`config.mk`:
```
export PLATFORM = sky130hd
export DESIGN_NAME = led_ram_readback
export DESIGN_NICKNAME = d
export VERILOG_FILES = /design/src/rtl/led_ram_readback_pkg.sv /design/src/rtl/led_ram_readback_enter_debounce.sv /design/src/rtl/led_ram_readback.sv
export SDC_FILE = /design/constraint.sdc
export NUM_CORES = 1
export LEC_CHECK = 0
export ABC_AREA = 1
export ABC_CLOCK_PERIOD_IN_PS = 1500
export CORE_ASPECT_RATIO = 1.5
export CORE_MARGIN = 1.5
export CORE_UTILIZATION = 44
export CTS_CLUSTER_DIAMETER = 100
export DETAILED_ROUTE_END_ITERATION = 8
export PLACE_DENSITY = 0.72
export SKIP_CTS_REPAIR_TIMING = 1
export SLEW_MARGIN = 15
export SYNTH_ARGS = -nofsm -noshare
export SYNTH_HDL_FRONTEND = slang
export SYNTH_SLANG_ARGS = --single-unit
```
`constraint.sdc`:
```
create_clock -name clk -period 1.5 [get_ports clk]
set_clock_uncertainty 0.05 [all_clocks]
set_input_delay 0.225 -clock clk [delete_from_list [all_inputs] [get_ports clk]]
set_output_delay 0.225 -clock clk [all_outputs]
set_load 0.01 [all_outputs]
```
`src/rtl/led_ram_readback_pkg.sv`:
```
// Shared state encoding and widths for the program-RAM read-back viewer.
// Optional build macro: LED_READBACK_CHECKSUM_EN.
package led_ram_readback_pkg;
   typedef enum logic [2:0] {
      IDLE,
      WAIT,
      LATCH,
      SHOW,
      DONE
   } state_e;

   localparam int DATA_W = 8;
   localparam int ADDR_W = 8;
   localparam logic [ADDR_W-1:0] LAST_ADDR = 8'hFF;
   localparam logic [DATA_W-1:0] TERM_BYTE = 8'h00;
endpackage

```
`src/rtl/led_ram_readback_enter_debounce.sv`:
```
// Debounce filter for the enter button; a level change is taken only
// after NDELAY consecutive stable cycles (NDELAY=0 passes through).
module enter_debounce
   import led_ram_readback_pkg::*;
#(
   parameter int NDELAY = 0
) (
   input  logic clk,
   input  logic rst,
   input  logic in,
   output logic out
);

   if (NDELAY == 0) begin : g_pass
      logic unused_ok;
      assign unused_ok = clk ^ rst;
      assign out = in;
   end else begin : g_filt
      localparam logic [31:0] LIM = 32'(NDELAY - 1);
      logic        out_q;
      logic [31:0] cnt_q;

      always_ff @(posedge clk) begin
         if (rst) begin
            out_q <= 1'b0;
            cnt_q <= '0;
         end else if (in == out_q) begin
            cnt_q <= '0;
         end else if (cnt_q == LIM) begin
            out_q <= in;
            cnt_q <= '0;
         end else begin
            cnt_q <= cnt_q + 32'd1;
         end
      end

      assign out = out_q;
   end

endmodule

```
`src/rtl/led_ram_readback.sv`:
```
// Walks the LED program RAM from address 0, one byte per step, until a
// 00,00 pair ends on an odd address or address 255 is passed.
// Optional build macro: LED_READBACK_CHECKSUM_EN (show byte sum in DONE).
module led_ram_readback
   import led_ram_readback_pkg::*;
#(
   parameter int NDELAY = 0,
   parameter int FREQ   = 0
) (
   input  logic              clk,
   input  logic              rst,
   input  logic              start,
   input  logic              enter,
   output logic [ADDR_W-1:0] rdAddr,
   input  logic [DATA_W-1:0] rdData,
   output logic [DATA_W-1:0] outPattern,
   output logic [ADDR_W-1:0] addrOut,
   output logic              busy,
   output logic              done
);

   localparam logic [31:0] FREQ_C = 32'(FREQ);
   localparam bit          AUTO   = (FREQ != 0);

   state_e              state_q, state_d;
   logic [ADDR_W-1:0]   addr_q, addr_d;
   logic [DATA_W-1:0]   pat_q, pat_d;
   logic [ADDR_W-1:0]   aout_q, aout_d;
   logic [DATA_W-1:0]   prev_q, prev_d;
   logic [31:0]         timer_q, timer_d;
   logic                en_db, en_q;
   logic                step;
`ifdef LED_READBACK_CHECKSUM_EN
   logic [DATA_W-1:0]   sum_q, sum_d;
`endif

   enter_debounce #(
      .NDELAY(NDELAY)
   ) u_db (
      .clk(clk),
      .rst(rst),
      .in (enter),
      .out(en_db)
   );

   assign step = (en_db & ~en_q) | (AUTO && (timer_q == FREQ_C));

   always_comb begin
      state_d = state_q;
      addr_d  = addr_q;
      pat_d   = pat_q;
      aout_d  = aout_q;
      prev_d  = prev_q;
      timer_d = timer_q;
`ifdef LED_READBACK_CHECKSUM_EN
      sum_d   = sum_q;
`endif
      case (state_q)
         IDLE, DONE: begin
            if (start) begin
               state_d = WAIT;
               addr_d  = '0;
               prev_d  = 8'hFF;
               timer_d = '0;
`ifdef LED_READBACK_CHECKSUM_EN
               sum_d   = '0;
`endif
            end
         end
         WAIT: state_d = LATCH;
         LATCH: begin
            pat_d  = rdData;
            aout_d = addr_q;
`ifdef LED_READBACK_CHECKSUM_EN
            sum_d  = sum_q + rdData;
`endif
            // terminator pair must end on an odd address
            if (addr_q[0] && rdData == TERM_BYTE &&
                prev_q == TERM_BYTE) begin
               state_d = DONE;
`ifdef LED_READBACK_CHECKSUM_EN
               pat_d   = sum_q + rdData;
`endif
            end else begin
               prev_d  = rdData;
               state_d = SHOW;
            end
         end
         SHOW: begin
            if (step) begin
               if (addr_q == LAST_ADDR) begin
                  state_d = DONE;
`ifdef LED_READBACK_CHECKSUM_EN
                  pat_d   = sum_q;
`endif
               end else begin
                  addr_d  = addr_q + 8'd1;
                  timer_d = '0;
                  state_d = WAIT;
               end
            end else if (AUTO) begin
               timer_d = timer_q + 32'd1;
            end
         end
         default: state_d = IDLE;
      endcase
   end

   always_ff @(posedge clk) begin
      if (rst) begin
         state_q <= IDLE;
         addr_q  <= '0;
         pat_q   <= '0;
         aout_q  <= '0;
         prev_q  <= 8'hFF;
         timer_q <= '0;
         en_q    <= 1'b0;
`ifdef LED_READBACK_CHECKSUM_EN
         sum_q   <= '0;
`endif
      end else begin
         state_q <= state_d;
         addr_q  <= addr_d;
         pat_q   <= pat_d;
         aout_q  <= aout_d;
         prev_q  <= prev_d;
         timer_q <= timer_d;
         en_q    <= en_db;
`ifdef LED_READBACK_CHECKSUM_EN
         sum_q   <= sum_d;
`endif
      end
   end

   assign rdAddr     = addr_q;
   assign outPattern = pat_q;
   assign addrOut    = aout_q;
   assign busy       = (state_q == WAIT) || (state_q == LATCH) ||
                       (state_q == SHOW);
   assign done       = (state_q == DONE);

endmodule

```
After elaboration in Yosys (flattened, before gate mapping)
Cells that the tools add are included.
{"block": "totals", "register_bits": 36, "input_bits": 12, "out_inout_bits": 26}
{"block": "classes", "n_addsub": 1, "n_eq_ne": 9, "muxes": 12, "bitwise": 2, "n_reduce_logical": 13}
{"op": "$mux W8", "count": 5}
{"op": "$pmux W8 S2", "count": 2}
{"op": "$logic_not A8 Y1", "count": 2}
{"op": "$mux W3", "count": 4}
{"op": "$pmux W3 S4", "count": 1}
{"op": "$add A8 B1 Y8 const B", "count": 1}
{"op": "$eq A8 B8 Y1 const B", "count": 1}
{"op": "$ne A2 B2 Y1 const B", "count": 4}
{"op": "$eq A3 B2 Y1 const B", "count": 2}
{"op": "$reduce_and A4 Y1", "count": 1}
{"op": "$reduce_bool A2 Y1", "count": 2}
{"op": "$eq A3 B1 Y1 const B", "count": 1}
{"op": "$eq A3 B3 Y1 const B", "count": 1}
{"op": "$logic_not A3 Y1", "count": 1}
{"op": "$reduce_and A3 Y1", "count": 1}
{"op": "$logic_and A1 B1 Y1", "count": 2}
{"op": "$logic_or A1 B1 Y1", "count": 2}
{"op": "$reduce_and A2 Y1", "count": 1}
{"op": "$reduce_or A2 Y1", "count": 1}
{"op": "$and A1 B1 Y1", "count": 1}
{"op": "$not A1 Y1", "count": 1}

Longest topological paths before layout
{"block": "logic_depth", "depth_word": 5, "ltp_mapped": 9, "mapped_depth_nobuf": 8}

Cells and area by module
Synthesis repeated with hierarchy kept, for this count alone.
{"block": "unflattened", "hier_cells": 223, "area_unflattened_um2": 1650.3}
{"mod": "led_ram_readback", "instances": 1, "cells_per_inst": 222, "area_each_um2": 1642.8, "seq_area_each_um2": 720.7}
{"mod": "enter_debounce", "instances": 1, "cells_per_inst": 1, "area_each_um2": 7.5, "seq_area_each_um2": 0.0}

Worst setup path after synthesis
No wires, ideal clock.
{"block": "synth_timing", "path_type": "reg2reg", "start": "register addr_q[0] (netlist: rdAddr[0])", "end": "register addr_q[1] (netlist: rdAddr[1])", "setup_ns": 0.116, "t_arrival_ns": 1.384, "t_required_ns": 1.334, "slack_ns": -0.050, "stages_incl_launch_ff": 10, "n_path_buf": 1, "synth_period_minus_slack_ns": 1.550, "path_cell_list": "dfxtp_1 ha_1 nand3_1 nor2_1 nand3_2 nand3_2 buf_6 nand2_1 o21ai_1 nor2_1"}
{"block": "synth_between", "elab_chain_len": 4, "word_cells_on_any_way": 7, "classes_between": "1 x add/sub; 2 x eq/ne; 3 x mux; 1 x reduce/logical"}
{"item": "start: declaration", "line": "led_ram_readback.sv:26", "rtl": "logic [ADDR_W-1:0] addr_q, addr_d;"}
{"item": "start signal: assignment", "line": "led_ram_readback.sv:123", "rtl": "addr_q <= addr_d;"}
{"item": "$add A8 B1 Y8", "line": "led_ram_readback.sv:97", "rtl": "addr_d = addr_q + 8'd1;"}
{"item": "$mux W8", "line": "led_ram_readback.sv:91", "rtl": "if (addr_q == LAST_ADDR) begin"}
{"item": "$mux W8", "line": "led_ram_readback.sv:90", "rtl": "if (step) begin"}
{"item": "$pmux W8 S2", "line": "led_ram_readback.sv:58", "rtl": "case (state_q)"}
Parallel ways exist; a longest one is shown, timed or not. The select of a mux whose other input is x is not followed.
A chain may end at the register's enable or synchronous reset.

Final worst setup path
{"block": "layout_timing", "start": "register state_q[1]", "end": "register prev_q[1]"}
{"block": "layout_between", "elab_chain_len": 4, "word_cells_on_any_way": 9, "classes_between": "4 x eq/ne; 1 x mux; 4 x reduce/logical"}
{"item": "start: declaration", "line": "led_ram_readback.sv:25", "rtl": "state_e state_q, state_d;"}
{"item": "start signal: assignment", "line": "led_ram_readback.sv:122", "rtl": "state_q <= state_d;"}
{"item": "$eq A3 B3 Y1 / $logic_not A3 Y1 (equally long branches)", "line": "led_ram_readback.sv:58"}
{"item": "$reduce_or A2 Y1"}
{"item": "$ne A2 B2 Y1 (no line) / $reduce_bool A2 Y1 (equally long branches)"}
{"item": "$reduce_and A3 Y1 (no line)"}
{"item": "end signal: assignment", "line": "led_ram_readback.sv:126", "rtl": "prev_q <= prev_d;"}
{"item": "end: declaration", "line": "led_ram_readback.sv:29", "rtl": "logic [DATA_W-1:0] prev_q, prev_d;"}
Parallel ways exist; a longest one is shown, timed or not.

==> out/metrics.yaml <==
grt_pass1_wl_mm: 6.59
seq_power_share_pct: 32.8
critPathMaxStageDelay_ps: 360
hold_violations: 0
synth.avg_cell_area_um2: 7.40
layout.cells.most_common: "nand2_1"
dr.first_iter.drc_count: 29
cts_buffer_depth: 2
fp.dieW_um: 52.9
start_util_pct: 45.4
ys_ff_latch: 36
viasPerCell: 4.89
whs_ps: 407
fillCellCount: 276
yosys_warnings: 0
netlist_top_cells_area: "dfxtp_1, nand2_1, nor2_1"
cap_violations: 0
clock-sinks: 36
setup_ws_ps: 20.4
wl_per_cell_um: 12.9
grt_pass1_vias: 1466
place.gp.congestion: 0.762
path_clk_slew_ps: 70
combinationalPowerShare_pct: 50.9
slew_violations: 0
ant_nets: 0
tns_ps: 0
cts_inserted_buffers: 5
vias: 1637
crit_path_start_kind: "flop"
wl_mm: 4.31
syn_area_mm2: 0.00164
intPower_mw: 2.70
fin_crit_sh_pct: 98.6
worstSetupPathType: "flop to flop"
cpMaxStageDelayCell: "dfxtp_4"
drive_gt1_share_pct: 24.0
area_delta_synth_final_pct: 52.7
yosysTopAreaCell: "dfxtp_1"
netlist_instances: 222
cp.required_ps: 1620
arrival_ps: 1600
route.detailed.drc: 0
cts-htree-levels: 2
antenna_found_initial: 0
clock_power_share_pct: 16.3
seqCellArea_um2: 729
rsz0062_at_grt: "yes"
cts_tree: "built"
path_delay_family: "simple AND/OR/NAND/NOR gates"
period_minus_slack_ps: 1480
setup_viol: 0
clock_latency_ps: 280
track_usage_pct: 21.1
grt_max_degree: 23
switchingPower_mw: 1.55
cts-root-buf: "clkbuf_8"
ios: 38
endpoint_kind: "flop"
swShare_pct: 36.5
ir_worst_vdd_uv: 1170
die_area_mm2: 0.00412
nets: 304
path_buf_inv: 4
netlist-cell-type-count: 27
worstMarginPinSlew_ps: 236
seq_area_frac_synth_pct: 43.9
first_pass_iters: 4
max_slew_margin_pct: 84.1
place_ws_ps: -229
grt_overflow_total: 0
p_leak_nw: 1.24
synth_nets: 235
synth.top_cell.area_share_pct: 43.9
pwr_density_cell_mw_per_mm2: 1700
worstPathCellList: "nor2_4, clkinv_2, buf_6, nor2_4, o21bai_4, inv_4, buf_12, nand3b_1, nand3_1"
dp_hpwl_mm: 3.01
hold_class: "flop to flop"
num_rows: 27
die_h_um: 77.8
final_cell_mix: "nand2_1, nor2_1, dfxtp_1"
port_buffers: 37
crit_path_max_fanout: 4
num_antenna_cells: 0
fmax_mhz: 676
outcome: "finished clean"
cp_common_cell: "nor2_4"
multi_input_area_um2: 878
coreArea_mm2: 0.00361
## per-stage QoR
| stage | cells | cell area, um2 | power, mW | utilization [%] |
|---|---|---|---|---|
| final | 335 | 2510 | 4.25 | 69.4 |
| after detailed placement | 319 | 2220 | 3.17 | 61.5 |
| after global routing | 335 | 2510 | 4.56 | 69.4 |
| after floorplan | 222 | 1650 | 2.42 | - |
| after CTS | 327 | 2310 | 3.87 | 64.0 |
| after global placement | 319 | 2220 | 3.14 | 61.5 |
## worst paths after layout
| kind | from | slack (ps) | end | cells after the start |
|---|---|---|---|---|
| max | state_q[1] | 20 | prev_q[1] | 9 |
| min | prev_q[3] | 410 | prev_q[3] | 2 |
| max reg2reg | state_q[1] | 20 | prev_q[1] | 9 |
| min reg2reg | prev_q[3] | 410 | prev_q[3] | 2 |
## area by class of cell
type                            instances  area share (%)
Clock buffer                            8            3.59
Timing Repair Buffer                   68            26.9
Inverter                               20            3.29
Sequential cell                        36            29.1
Tap cell                               43            2.14
Multi-Input combinational cell        160            35.0
## sequential cells by signal (all words and copies together) (netlist names)
| register | flops |
|---|---|
| addrOut | 8 |
| en_q | 1 |
| outPattern | 8 |
| prev_q | 8 |
| rdAddr | 8 |
| state_q | 3 |
## power by group through the flow
| stage | registers (mW) | logic [mW] | clock network, mW |
|---|---|---|---|
| after floorplan | 1.49 | 0.930 | 0 |
| after global placement | 1.39 | 1.75 | 0 |
| after detailed placement | 1.40 | 1.77 | 0 |
| after CTS | 1.38 | 1.78 | 0.709 |
| after global routing | 1.44 | 2.37 | 0.754 |
| final | 1.40 | 2.16 | 0.695 |
## cells in the mapped netlist (all sizes together)
library cell,n
nand3,18
a21oi,15
nand2,47
dfxtp,36
xor2,2
o21ai,17
nor3,1
clkinv,2
nand3b,8
nand4,1
nor2,46
buf,2
clkbuf,4
ha,1
o21bai,2
nor3b,1
xnor2,1
inv,18
## tightest hold or removal path: cells and delay by family (launching register included)
family | cells | cell delay [ps]
simple gates | 2 | 100
flops | 1 | 320
## cell families (layout without fill, tap and decap cells)
family,after synthesis,after routing,share of synthesized area [%]
adders and majority gates,1,1,0.761
and+or+nand+nor,122,122,36.3
DFF,36,36,43.9
xor gates and xnor gates,3,3,1.60
buffers and inverters,26,96,6.63
AOI/OAI and AO/OA,34,34,10.9
## per-layer routing
layer	global-route usage (%)	up-vias	wire length, um	share of wire, %
met2	37.0	31	2430	56
met3	5.58	7	124	2.9
met1	24.3	746	1700	40
met5	0	-	0	0
met4	5.90	0	48	1.1
li1	-	853	-	-
No activity file was read; power rests on OpenSTA's default activity.
